## config.mk

```make
export PLATFORM = sky130hd
export DESIGN_NAME = adder_share_arb
export DESIGN_NICKNAME = d
export VERILOG_FILES = /design/src/rtl/adder_share_pkg.sv /design/src/rtl/adder32.sv /design/src/rtl/adder_share_arb.sv
export SDC_FILE = /design/constraint.sdc
export NUM_CORES = 1
export LEC_CHECK = 0
export BUFFER_PORTS_ARGS = -buffer_cell sky130_fd_sc_hd__buf_2
export CAP_MARGIN = 40
export CORE_AREA = 3 3 116 118
export CTS_CLUSTER_DIAMETER = 60
export DETAILED_ROUTE_END_ITERATION = 12
export DIE_AREA = 0 0 119 121
export GPL_TIMING_DRIVEN = 1
export PLACE_DENSITY_LB_ADDON = 0.25
export SLEW_MARGIN = 20
export SYNTH_ARGS = -nofsm -noshare
export SYNTH_HDL_FRONTEND = slang
export SYNTH_SLANG_ARGS = --single-unit
```

## constraint.sdc

```tcl
create_clock -name clk -period 5.01 [get_ports clk]
set_clock_uncertainty 0.2 [all_clocks]
set_input_delay 0.7515 -clock clk [delete_from_list [all_inputs] [get_ports clk]]
set_output_delay 0.7515 -clock clk [all_outputs]
set_load 0.1 [all_outputs]
```

## src/rtl/adder_share_pkg.sv

```systemverilog
// Shared types and default sizing for the adder_share_arb block.
package adder_share_pkg;

    typedef enum logic {
        EMPTY = 1'b0,
        FULL  = 1'b1
    } state_t;

    localparam int DEF_WIDTH = 32;
    localparam int DEF_NREQ  = 4;

endpackage

```

## src/rtl/adder32.sv

```systemverilog
// WIDTH-bit adder with carry out; the single shared datapath of adder_share_arb.
module adder32 #(
    parameter int WIDTH = 32
) (
    input  logic [WIDTH-1:0] a,
    input  logic [WIDTH-1:0] b,
    output logic [WIDTH-1:0] sum,
    output logic             cout
);

    assign {cout, sum} = {1'b0, a} + {1'b0, b};

endmodule

```

## src/rtl/adder_share_arb.sv

```systemverilog
// NREQ requesters share one adder through a single-entry result register.
// Define ADDER_SHARE_ARB_RR_EN for round-robin grant; default is fixed priority (lowest index).
module adder_share_arb
    import adder_share_pkg::*;
#(
    parameter int NREQ  = DEF_NREQ,
    parameter int WIDTH = DEF_WIDTH,
    localparam int IDW  = (NREQ > 1) ? $clog2(NREQ) : 1
) (
    input  logic                  clk,
    input  logic                  rst,
    input  logic [NREQ-1:0]       req_valid,
    output logic [NREQ-1:0]       req_ready,
    input  logic [NREQ*WIDTH-1:0] req_a,
    input  logic [NREQ*WIDTH-1:0] req_b,
    output logic                  rsp_valid,
    input  logic                  rsp_ready,
    output logic [WIDTH-1:0]      rsp_sum,
    output logic                  rsp_cout,
    output logic [IDW-1:0]        rsp_id
);

    // Handshake: a transfer happens on any side in a cycle where its valid and
    // ready are both 1; valid never waits on ready, payload is held while stalled.

    state_t           state, state_nxt;
    logic             can_accept;
    logic             any_valid;
    logic [IDW-1:0]   grant_idx;
    logic             transfer;
    logic [WIDTH-1:0] sel_a, sel_b;
    logic [WIDTH-1:0] add_sum;
    logic             add_cout;

`ifdef ADDER_SHARE_ARB_RR_EN
    logic [IDW-1:0] ptr;

    // Search starts at ptr and wraps; the first valid requester found wins.
    always_comb begin
        int j;
        any_valid = 1'b0;
        grant_idx = '0;
        j         = 0;
        for (int k = 0; k < NREQ; k++) begin
            j = int'(ptr) + k;
            if (j >= NREQ) j = j - NREQ;
            if (!any_valid && req_valid[j]) begin
                any_valid = 1'b1;
                grant_idx = IDW'(j);
            end
        end
    end
`else
    always_comb begin
        any_valid = 1'b0;
        grant_idx = '0;
        for (int i = NREQ - 1; i >= 0; i--) begin
            if (req_valid[i]) begin
                any_valid = 1'b1;
                grant_idx = IDW'(i);
            end
        end
    end
`endif

    // A full result register may refill only in the cycle it is drained.
    assign can_accept = !rst && ((state == EMPTY) || rsp_ready);
    assign transfer   = can_accept && any_valid;

    always_comb begin
        req_ready = '0;
        if (transfer) req_ready[grant_idx] = 1'b1;
    end

    assign sel_a = req_a[grant_idx*WIDTH +: WIDTH];
    assign sel_b = req_b[grant_idx*WIDTH +: WIDTH];

    adder32 #(.WIDTH(WIDTH)) u_adder (
        .a    (sel_a),
        .b    (sel_b),
        .sum  (add_sum),
        .cout (add_cout)
    );

    always_comb begin
        state_nxt = state;
        case (state)
            EMPTY: if (transfer) state_nxt = FULL;
            FULL:  if (rsp_ready && !transfer) state_nxt = EMPTY;
            default: state_nxt = EMPTY;
        endcase
    end

    always_ff @(posedge clk) begin
        if (rst) begin
            state    <= EMPTY;
            rsp_sum  <= '0;
            rsp_cout <= 1'b0;
            rsp_id   <= '0;
        end else begin
            state <= state_nxt;
            if (transfer) begin
                rsp_sum  <= add_sum;
                rsp_cout <= add_cout;
                rsp_id   <= grant_idx;
            end
        end
    end

`ifdef ADDER_SHARE_ARB_RR_EN
    always_ff @(posedge clk) begin
        if (rst) begin
            ptr <= '0;
        end else if (transfer) begin
            ptr <= (int'(grant_idx) == NREQ - 1) ? '0 : grant_idx + 1'b1;
        end
    end
`endif

    assign rsp_valid = (state == FULL);

endmodule

```

==> impl_metrics.csv <==
group,metric,value,unit
clocking,cts_resized,0,
clocking,cts_tree,"built",
layout,layout-drive-gt1-share,35.55,%
synthesis,yosys.area.top_type,"nand2_1",
route,dr_total_vias,6392,
placement,port_buffers,302,
synthesis,async_reset_ff_share,0,%
synthesis,ys_seq_elements,36,
route,drc,0,
setup_path,crit_start,"req_valid[0]",
layout,final_cell_mix,"buf_2 (302), nand2_1 (196), a21oi_1 (76)",
synthesis,ys_seq_area_share,16.04,%
synthesis,ys.flop_type,"dfxtp_1",
hold_path,worst_hold_path_type,"register to register",
die,die-area,14400,um^2
global_routing,overflow,0,
sta,rsz0062_at_grt,"false",
layout,final_common_cell,"buf_2",
run,cap_violations,0,
route,wire_per_inst,17.60,um
setup_path,cp-end-kind,"register",
clocking,cts_sinks,36,
placement,placed_area,6296,um^2
sta,hold_viol_final,0,
setup_path,worstPathArrival,4.58,ns
synthesis,synth_fa_ha_area_share,9.359,%
synthesis,synth_top_family_by_area,"compound AO/OA/AOI/OAI gates",
synthesis,synth.avg_cell_area,6.435,um^2
route,wirelength,20.27,mm
placement,dp.cells,1144,
route,vias_per_cell,5.549,
placement,dp_worst_setup_slack,0.1577,ns
clocking,clkLatencyLatePin,0.28,ns
hold_path,hold_start,"rsp_sum[3]",
clocking,cts_buffers,5,
global_routing,track_usage,26.97,%
pwr,ir_drop,0.1496,mV
die,fp.dieW,119,um
route,first_pass_iters,5,
setup_path,cp.required,4.95,ns
sta,fin_crit_sh,92.61,%
setup_path,worstPathMaxFanout,27,
sta,setup_viol,0,
clocking,cts_root_buf,"clkbuf_16",
global_routing,grt_pass1_vias,6215,
layout,area_delta_synth_final,43.62,%
route,drtIter0Drc,365,
sta,post-route-min-period,4.640,ns
placement,gp_congestion,0.9101,
synthesis,syn_nets,994,
pwr,total_power,0.002127,W
clocking,clockBufferDepth,2,
sta,fmax,215.5,MHz
global_routing,grt_start_max_net_pins,40,
sta,relSlewSlack,55.07,%
synthesis,synth_simple_gate_area_share,25.60,%
layout,instances_no_fill,1152,
synthesis,yosys.area.top_type_share,16.55,%
sta,fin_ws,0.3702,ns
layout,multiInputGateArea,3590,um^2
sta,worst_pin_slew,0.6714,ns
sta,tns,0,ns
setup_path,start_kind,"primary input",
die,die_h,121,um
clocking,postCtsSetupBuffers,0,
synthesis,synth_compound_area_share,39.03,%
synthesis,synth_edf_count,0,
layout,fin_area,6451,um^2
pwr,leakage,3.218,nW
layout,final_nets,1275,
route,ant_nets,0,
synthesis,synthCells,698,
die,fp-row-count,41,
synthesis,synth_xor_area_share,4.875,%
clocking,htreeDepth,2,
die,coreArea,12570,um^2
layout,fillers,1361,
global_routing,grt_antenna_before_repair,2,
die,ios,303,
synthesis,synth.top_cells.by_area,"nand2_1 (17%), dfxtp_1 (16%), ha_1 (8.9%), a21oi_1 (8.5%), a31oi_1 (7.5%)",
setup_path,crit_type,"primary input to register",
global_routing,grt_pass1_wl,31.48,mm
placement,dp_hpwl,16.84,mm
status,status,"finished clean",
pwr,power.density,329.7,nW/um^2
synthesis,yosysWarnings,0,
synthesis,synth_mux_area_share,0,%
clocking,path_clk_slew,0.06,ns
synthesis,netlist_area,4492,um^2
sta,maxSlewViolCount,0,
setup_path,r2r-start,"rsp_valid",
clocking,ctsHoldBuffers,0,
layout,ff_latch_area,720.7,um^2
synthesis,ys_types,57,
die,initial_utilization,35.74,%
[critical path: stages]
cell and delay (ns):
buf_2 0.15, nor2_1 0.54, nand2_2 0.26, buf_12 0.23, o22ai_1 0.14, a31oi_1 0.06
ha_1 0.35, nand2_1 0.12, o311a_1 0.43, o31ai_1 0.49, a21oi_1 0.24, o21ai_0 0.44
a21oi_1 0.16, nand4_1 0.11, o221ai_1 0.10
[synth_stat cells (all sizes together), types with 7 or more instances]
library cell  count
nand2           199
a21oi            77
a31oi            55
o22ai            50
clkbuf           44
dfxtp            36
ha               32
nor2             22
o21ai            17
a21o             16
xnor2            15
a221o            14
xor2             10
inv               9
a211oi            8
nor3              8
buf               7
nand3             7
nor2b             7
[power by group]
| part | internal (W) | total (W) | switching [W] | leakage [nW] |
|---|---|---|---|---|
| clock network | 0.000209 | 0.000323 | 0.000115 | 0.0760 |
| registers | 0.000349 | 0.000382 | 0.0000328 | 0.299 |
| logic | 0.000437 | 0.00142 | 0.000985 | 2.84 |
| total | 0.000994 | 0.00213 | 0.00113 | 3.22 |
[cell families (layout without fill, tap and decap cells)]
| family | after synthesis | in the layout |
|---|---|---|
| AO/OA/AOI/OAI | 272 | 272 |
| AND/OR/NAND/NOR | 272 | 272 |
| buffers and inverters | 60 | 341 |
| flip-flops | 36 | 36 |
| adder cells (fa/ha/maj) | 33 | 33 |
| XOR/XNOR | 25 | 25 |
| other | 0 | 1 |
[metrics by stage]
| step | hold slack [ns] | utilization [%] |
|---|---|---|
| after floorplan | 0.6833 | - |
| after global placement | 0.2358 | 49.66 |
| after detailed placement | 0.2415 | 50.09 |
| after CTS | 0.2490 | 51.31 |
| after global routing | 0.2674 | 51.33 |
| final | 0.2475 | 51.33 |
[final timing paths]
kind	to	slack, ns	depth (start not counted)
worst max-delay path	rsp_sum[29]	0.37	15
worst min-delay path	rsp_sum[3]	0.25	2
worst max register to register	rsp_sum[29]	2.66	6
worst min register to register	rsp_sum[3]	0.25	2
[layout make-up]
cell class	instances	share of cell area, %
Sequential cell	36	11.17
Antenna cell	1	0.03879
Timing Repair Buffer	325	26.92
Tap cell	172	3.336
Multi-Input combinational cell	602	55.64
Clock buffer	7	2.366
Inverter	9	0.5237
[per-layer routing]
layer	global-route usage, %	vias to the layer above	share of wire (%)
met5	0	-	0.054
met4	12.02	2	4.3
met3	4.662	51	7.9
met2	49.13	328	50
met1	30.70	2862	38
li1	-	3149	-
[sequential cells by signal, summed over array words and instances, names as in the netlist]
register and count:
rsp_cout 1, rsp_valid 1, rsp_id 2, rsp_sum 32
(Power assumes the default switching activity.)
